File: config.mk
export PLATFORM = sky130hd
export DESIGN_NAME = wb_port_arbiter
export DESIGN_NICKNAME = d
export VERILOG_FILES = /design/src/rtl/wb_port_arbiter.sv
export SDC_FILE = /design/constraint.sdc
export NUM_CORES = 1
export LEC_CHECK = 0
export CAP_MARGIN = 20
export CORE_MARGIN = 10
export CORE_UTILIZATION = 49
export CTS_CLUSTER_SIZE = 28
export DETAILED_ROUTE_END_ITERATION = 10
export PLACE_DENSITY = 0.86
export SYNTH_ARGS = -nofsm -noshare
export SYNTH_HDL_FRONTEND = slang
export SYNTH_SLANG_ARGS = --single-unit
export TNS_END_PERCENT = 30
File: constraint.sdc
create_clock -name clk -period 6.3 [get_ports clk]
set_input_delay 0.63 -clock clk [delete_from_list [all_inputs] [get_ports clk]]
set_output_delay 0.63 -clock clk [all_outputs]
set_load 0.01 [all_outputs]
File: src/rtl/wb_port_arbiter.sv
`default_nettype none
// ============================================================================
// Module   : wb_port_arbiter
// Purpose  : Shares the register-file write port between the WB stage and a
//            buffered long-latency-unit result queue, with starvation stall.
// Revision : 1.0  initial release
// ============================================================================
module wb_port_arbiter #(
    parameter int XLEN         = 32,
    parameter int DEPTH        = 2,
    parameter int STARVE_LIMIT = 4
) (
    input  logic                         clk,
    input  logic                         rst,
    input  logic                         MEMWB_valid,
    input  logic                         RegWriteW,
    input  logic [4:0]                   RdW,
    input  logic [XLEN-1:0]              ResultW,
    input  logic                         lu_valid,
    input  logic [4:0]                   lu_rd,
    input  logic [XLEN-1:0]              lu_data,
    output logic                         lu_ready,
    input  logic [4:0]                   q_rs1,
    input  logic [4:0]                   q_rs2,
    input  logic [4:0]                   q_rd,
    output logic                         pend_hit,
    output logic                         rf_we,
    output logic [4:0]                   rf_waddr,
    output logic [XLEN-1:0]              rf_wdata,
    output logic                         stall_req,
    output logic [$clog2(DEPTH+1)-1:0]   lu_count
);

    localparam int PW = (DEPTH > 1) ? $clog2(DEPTH) : 1;
    localparam int CW = $clog2(DEPTH + 1);
    localparam int SW = $clog2(STARVE_LIMIT + 1);

    localparam logic [PW-1:0] c_last_ptr   = PW'(DEPTH - 1);
    localparam logic [CW-1:0] c_depth_cnt  = CW'(DEPTH);
    localparam logic [SW-1:0] c_starve_max = SW'(STARVE_LIMIT);

    logic [4:0]      r_rd   [DEPTH];
    logic [XLEN-1:0] r_data [DEPTH];
    logic [DEPTH-1:0] r_valid;
    logic [PW-1:0]   r_wr_ptr;
    logic [PW-1:0]   r_rd_ptr;
    logic [CW-1:0]   r_count;
    logic [SW-1:0]   r_starve;
    logic            r_stall;

    logic w_pipe_wr;
    logic w_empty;
    logic w_enq;
    logic w_deq;

    function automatic logic [PW-1:0] f_ptr_next(input logic [PW-1:0] p);
        return (p == c_last_ptr) ? '0 : p + 1'b1;
    endfunction

    assign w_pipe_wr = MEMWB_valid & RegWriteW & (RdW != 5'd0);
    assign w_empty   = (r_count == '0);
    assign lu_ready  = rst & (r_count < c_depth_cnt);
    // rd==0 results complete the handshake but are dropped here
    assign w_enq     = lu_valid & lu_ready & (lu_rd != 5'd0);
    assign w_deq     = rst & ~w_pipe_wr & ~w_empty;

    assign lu_count  = r_count;
    assign stall_req = r_stall;

    always_comb begin
        rf_we    = 1'b0;
        rf_waddr = '0;
        rf_wdata = '0;
        if (rst) begin
            if (w_pipe_wr) begin
                rf_we    = 1'b1;
                rf_waddr = RdW;
                rf_wdata = ResultW;
            end else if (!w_empty) begin
                rf_we    = 1'b1;
                rf_waddr = r_rd[r_rd_ptr];
                rf_wdata = r_data[r_rd_ptr];
            end
        end
    end

    always_comb begin
        pend_hit = 1'b0;
        for (int i = 0; i < DEPTH; i++) begin
            if (r_valid[i] &&
                (((q_rs1 != 5'd0) && (q_rs1 == r_rd[i])) ||
                 ((q_rs2 != 5'd0) && (q_rs2 == r_rd[i])) ||
                 ((q_rd  != 5'd0) && (q_rd  == r_rd[i])))) begin
                pend_hit = 1'b1;
            end
        end
    end

    // Payload storage needs no reset; validity is tracked separately
    always_ff @(posedge clk) begin
        if (w_enq) begin
            r_rd[r_wr_ptr]   <= lu_rd;
            r_data[r_wr_ptr] <= lu_data;
        end
    end

    always_ff @(posedge clk or negedge rst) begin
        if (!rst) begin
            r_valid  <= '0;
            r_wr_ptr <= '0;
            r_rd_ptr <= '0;
            r_count  <= '0;
            r_starve <= '0;
            r_stall  <= 1'b0;
        end else begin
            if (w_enq) begin
                r_valid[r_wr_ptr] <= 1'b1;
                r_wr_ptr          <= f_ptr_next(r_wr_ptr);
            end
            if (w_deq) begin
                r_valid[r_rd_ptr] <= 1'b0;
                r_rd_ptr          <= f_ptr_next(r_rd_ptr);
            end
            case ({w_enq, w_deq})
                2'b10:   r_count <= r_count + 1'b1;
                2'b01:   r_count <= r_count - 1'b1;
                default: r_count <= r_count;
            endcase
            if (w_empty || w_deq) begin
                r_starve <= '0;
            end else if (r_starve != c_starve_max) begin
                r_starve <= r_starve + 1'b1;
            end
            r_stall <= (r_starve == c_starve_max) & ~w_deq;
        end
    end

endmodule
`default_nettype wire
==> impl_metrics.toml, run 1 <==
[synthesis]
synth_edf_count = 74
synth-seq-cells = 84
syn_nets = 402
synthFlopType = "edfxtp_1"
synth.top_cell.area_share_pct = 55.8
syn_inst = 305
syn-cell-area_sq_mm = 0.00399
synth_seq_area_share_pct = 62.0
ys_top_cells_by_area = "edfxtp_1 (56%), mux2i_1 (9.3%), dfrtp_1 (6.3%)"
synthArstFlopShare_pct = 11.9
yosys.area.top_type = "edfxtp_1"
syn_avg_cell_area_sq_um = 13.1
yosysWarnings = 0
yosysUniqueCellTypes = 33

[critical_path]
crit_required_ns = 5.67
critPathMaxFanout = 67
end_kind = "output pin"
cp-start-kind = "input port"
cp_slowest_stage_delay_ns = 0.58
worstPathCellList = "clkdlybuf4s50_1, or4_4, o211ai_4, buf_4, nand2_1, or2_0, o22ai_1, clkdlybuf4s50_1"
crit_path_frequent_cell = "clkdlybuf4s50_1"
timing_worst_setup_path_type = "in -> out"
cp_slowest_cell = "or4_4"
crit_arrival_ns = 3.63

[clock_tree]
cts_resized = 0
clk_pin_slew_ns = 0.08
cts_tree = "built"
cts-buffers-inserted = 9
clkLatencyLatePin_ns = 0.34
cts.sinks = 84
cts_buffer_depth = 2
clock-root-buffer = "clkbuf_8"
post_cts_buffers = 0
holdBufCountCts = 0
htree_levels = 3

[sta]
worst_slew_pin_slew_ns = 0.683
hold_viol_final = 0
drv_slew = 0
fmax_ghz = 0.234
period_share_pct = 67.7
slew_headroom_pct = 54.3
min_period_ns = 4.26
fin_worst_skew_ns = 0.00601
rsz0062_at_grt = "false"
finalSetupTns_ns = 0
setup_viol = 0
fin_hold_ws_ns = 0.558

[detailed_routing]
drt_iter0_drc = 148
route.detailed.drc = 0
postRouteAntennaNets = 0
wl_per_cell_um = 17.9
via_per_inst = 5.32
first_pass_iters = 4
dr_total_vias = 2908
routed_wl_mm = 9.80

[floorplanning]
start_util_pct = 51.0
die_h_um = 110
die_w_um = 110
coreArea_sq_mm = 0.00781
ios = 137
rows = 32
dieArea_sq_mm = 0.0121

[place]
placedCellCount = 530
place_congestion = 0.901
port-buffer-count = 136
hpwl_mm = 7.28

[cells_and_area]
finalNetCount = 538
final_layout_size_suffix_gt1_share_pct = 5.84
final_cell_mix = "clkdlybuf4s50_1 (136), edfxtp_1 (74), nor2_1 (44)"
final_util_pct = 73.3
layout_commonest_cell = "clkdlybuf4s50_1"
n_antenna_cell = 0
fin_cells = 547
area_growth_pct = 43.6

[power_and_ir_drop]
leakagePower_nw = 2.06
power.density_mw_per_mm2 = 312
totalPowerFinal_mw = 1.79
vdd.ir_drop.worst_uv = 183

[global_routing]
grt_use_total_pct = 15.5
grt_pass1_vias = 2959
antenna_found_initial = 0
overflow = 0
grt_max_degree = 68
grt_pass1_wl_mm = 14.7

[min_path]
hold_path_class = "reg -> reg"

[outcome]
status = "finished, final reports clean"

[run]
maxCapViolations = 0
[power by group]
part           internal [mW]  total, mW  switching [mW]
Clock                  0.222      0.403           0.182
Combinational          0.344      0.622           0.278
Sequential             0.689      0.762          0.0731
[stage by stage]
step | setup WS (ns) | cell area (sq um)
after floorplan | 3.14 | 3990
after global placement | 2.10 | 5420
after detailed placement | 2.02 | 5470
after CTS | 2.01 | 5680
after global routing | 1.79 | 5720
final | 2.04 | 5720
[logic make-up after synthesis]
group                      Yosys count  share of synthesized area, %
AOI/OAI and AO/OA                   45                          8.48
adders and majority gates            3                         0.942
DFF                                 84                          62.0
xor gates and xnor gates            36                          7.91
buffers and inverters               23                          2.73
muxes                               37                          9.29
and+or+nand+nor                     77                          8.60
[layout make-up]
cell class	instances	area, sq um
Clock inverter	6	88.8
Tap cell	102	128
Timing Repair Buffer	141	1460
Clock buffer	9	124
Multi-Input combinational cell	198	1430
Inverter	7	26.3
Fill cell	535	2080
Sequential cell	84	2470
[state kept, by name (all words and copies together), names as in the netlist]
signal     cells
lu_count       2
r_rd          10
r_valid        2
r_wr_ptr       1
stall_req      1
r_starve       3
r_data        64
r_rd_ptr       1
[path summary, 6_finish.rpt]
check	start	end	slack [ns]	cells after the start
max reg2reg	lu_count[1]$_DFFE_PN0P_	r_data[0][6]$_DFFE_PP_	4.51	4
max in group asynchronous	rst	r_rd_ptr$_DFFE_PN0N_	5.24	1
min in group asynchronous	rst	stall_req$_DFF_PN0_	0.66	1
min reg2reg	r_valid[0]$_DFF_PN0_	r_valid[0]$_DFF_PN0_	0.56	1
max	RdW[0]	rf_waddr[2]	2.04	8
min	r_valid[0]$_DFF_PN0_	r_valid[0]$_DFF_PN0_	0.56	1
[cell usage after synthesis, types with 2 or more instances]
master,n
nor4_1,6
mux2i_1,37
or4_1,4
edfxtp_1,74
inv_1,6
nand3_1,8
clkbuf_1,4
dfrtp_1,10
xnor2_1,23
o22ai_1,2
nor2_1,46
ha_1,3
a211oi_1,32
o21ai_1,2
o31ai_1,2
xor2_1,13
nand2_1,9
buf_2,9
[worst max-delay path, delay by kind of cell]
kind,cells,cell delay (ns)
buffers and inverters,3,1.54
and+or+nand+nor,3,1.10
AOI/OAI and AO/OA,2,0.36
[layer usage]
metal / GRT usage, % / up-vias / wire (um)
met5: 0 / - / 0
met2: 27.1 / 109 / 5020
met1: 17.7 / 1373 / 3770
met4: 4.68 / 0 / 91
li1: - / 1418 / -
met3: 5.40 / 8 / 921
Power figures use the tool's default switching activity.
==> inputs of run 2 (changes only) <==
--- a/config.mk
+++ b/config.mk
@@ -7,10 +7,10 @@
 export LEC_CHECK = 0
 export CAP_MARGIN = 20
 export CORE_MARGIN = 10
-export CORE_UTILIZATION = 49
+export CORE_UTILIZATION = 46
 export CTS_CLUSTER_SIZE = 28
 export DETAILED_ROUTE_END_ITERATION = 10
-export PLACE_DENSITY = 0.86
+export PLACE_DENSITY = 0.81
 export SYNTH_ARGS = -nofsm -noshare
 export SYNTH_HDL_FRONTEND = slang
 export SYNTH_SLANG_ARGS = --single-unit
==> constraint.sdc (replaced) <==
create_clock -name clk -period 4.3 [get_ports clk]
set_input_delay 0.43 -clock clk [delete_from_list [all_inputs] [get_ports clk]]
set_output_delay 0.43 -clock clk [all_outputs]
set_load 0.01 [all_outputs]
==> run 2 against run 1 <==
  * Total power increased by 48%
  * Clock-buffer cell count unchanged
  * Global-route usage increased by 0.22 points
  * Flip-flop and latch count unchanged
  * Clock skew increased by 0.0041 ns
==> impl_metrics.toml, run 2 (same netlist as run 1, synthesis figures left out) <==
[floorplanning]
rows = 33
start_util_pct = 47.8
dieArea_sq_mm = 0.0128
die_h_um = 113
ios = 137
coreArea_sq_mm = 0.00834
die_w_um = 113

[detailed_routing]
routed_wl_mm = 10.5
drt_iter0_drc = 83
wl_per_cell_um = 19.0
first_pass_iters = 4
postRouteAntennaNets = 0
route.detailed.drc = 0
via_per_inst = 5.24
dr_total_vias = 2893

[critical_path]
ff2ff_path_depth = 4
end_kind = "output pin"
timing_worst_setup_path_type = "in -> out"
regToRegStartpoint = "lu_count[1]$_DFFE_PN0P_"
r2r_slack_ns = 2.00
critPathMaxFanout = 28
crit_arrival_ns = 3.19
endpoint = "rf_wdata[9]"
crit_required_ns = 3.87
reg2reg_to = "r_data[1][0]$_DFFE_PP_"
crit_start = "RdW[0]"
cp-start-kind = "input port"

[cells_and_area]
finalNetCount = 538
final_layout_size_suffix_gt1_share_pct = 6.28
final_util_pct = 68.3
multi_input_area_sq_mm = 0.00143
largest_register_ffs = 64
area_growth_pct = 43.0
regMostFlops = "r_data"
fin_cells = 552
layout_commonest_cell = "clkdlybuf4s50_1"
regArea_sq_mm = 0.00247
largestRegisters = "r_data x64, r_rd x10, r_starve x3"
final_cell_mix = "clkdlybuf4s50_1 (136), edfxtp_1 (74), nor2_1 (44)"
fillers = 593

[sta]
drv_slew = 0
fmax_ghz = 0.276
setup_viol = 0
hold_viol_final = 0
worst_slew_pin_slew_ns = 1.12
fin_hold_ws_ns = 0.428
period_share_pct = 84.2
rsz0062_at_grt = "false"
slew_headroom_pct = 25.0
min_period_ns = 3.62
fin_worst_skew_ns = 0.0101
finalSetupTns_ns = 0

[outcome]
status = "finished, final reports clean"

[global_routing]
grt_pass1_wl_mm = 16.3
grt_pass1_vias = 3103
grt_max_degree = 55
grt_use_total_pct = 15.8
antenna_found_initial = 1
overflow = 0

[clock_tree]
htree_levels = 3
post_cts_buffers = 0
cts.sinks = 84
cts_tree = "built"
clkLatencyLatePin_ns = 0.34
holdBufCountCts = 0
cts_resized = 0
clock-root-buffer = "clkbuf_8"
cts_buffer_depth = 2
clk_pin_slew_ns = 0.09
cts-buffers-inserted = 9

[place]
hpwl_mm = 7.88
placedCellCount = 535
place_congestion = 0.881
port-buffer-count = 136

[power_and_ir_drop]
leakagePower_nw = 2.06
power.density_mw_per_mm2 = 464
totalPowerFinal_mw = 2.64
vdd.ir_drop.worst_uv = 377

[min_path]
hold_path_class = "in -> async"

[run]
maxCapViolations = 0
-- run 2: through the flow --
step           instance area, sq um  setup WS (ns)
6_report                       5700          0.680
4_1_cts                        5700          0.674
2_1_floorplan                  3990           1.33
3_3_place_gp                   5470          0.780
3_5_place_dp                   5470          0.684
5_1_grt                        5700          0.537
-- run 2: layer usage --
metal  track usage [%]  share of wire, %  routed length [um]  up-vias
met4              5.92               1.5                 160        0
met2              27.8                52                5470       96
met3              4.17               6.6                 695       12
met1              17.8                40                4150     1374
li1                  -                 -                   -     1411
met5                 0                 0                   0        -
-- run 2: area by class of cell --
class	count	share of cell area (%)
Clock inverter	7	1.80
Clock buffer	9	2.17
Inverter	7	0.461
Antenna cell	1	0.0439
Tap cell	105	2.31
Timing Repair Buffer	141	24.8
Sequential cell	84	43.4
Multi-Input combinational cell	198	25.0
-- run 2: worst min path at each step --
stage               depth (start not counted)  slack, ns                      end
floorplan                                   0       0.13  lu_count[0]$_DFFE_PN0P_
global placement                            1       0.53  lu_count[1]$_DFFE_PN0P_
detailed placement                          1       0.54     r_wr_ptr$_DFFE_PN0N_
CTS                                         1       0.42  lu_count[1]$_DFFE_PN0P_
global route                                1       0.45      stall_req$_DFF_PN0_
finish                                      1       0.43  lu_count[1]$_DFFE_PN0P_
-- run 2: worst max-delay path, cell delays in order --
cell	delay (ns)
clkdlybuf4s50_1	0.43
or4_4	0.57
o211ai_4	0.45
nand2_1	0.10
nand2_1	0.21
buf_4	0.38
a211oi_1	0.09
clkdlybuf4s50_1	0.52
-- run 2: report_power, final --
part,internal (mW),total (mW),switching [mW]
clock,0.336,0.631,0.295
sequential,1.01,1.17,0.159
combinational,0.486,0.843,0.357
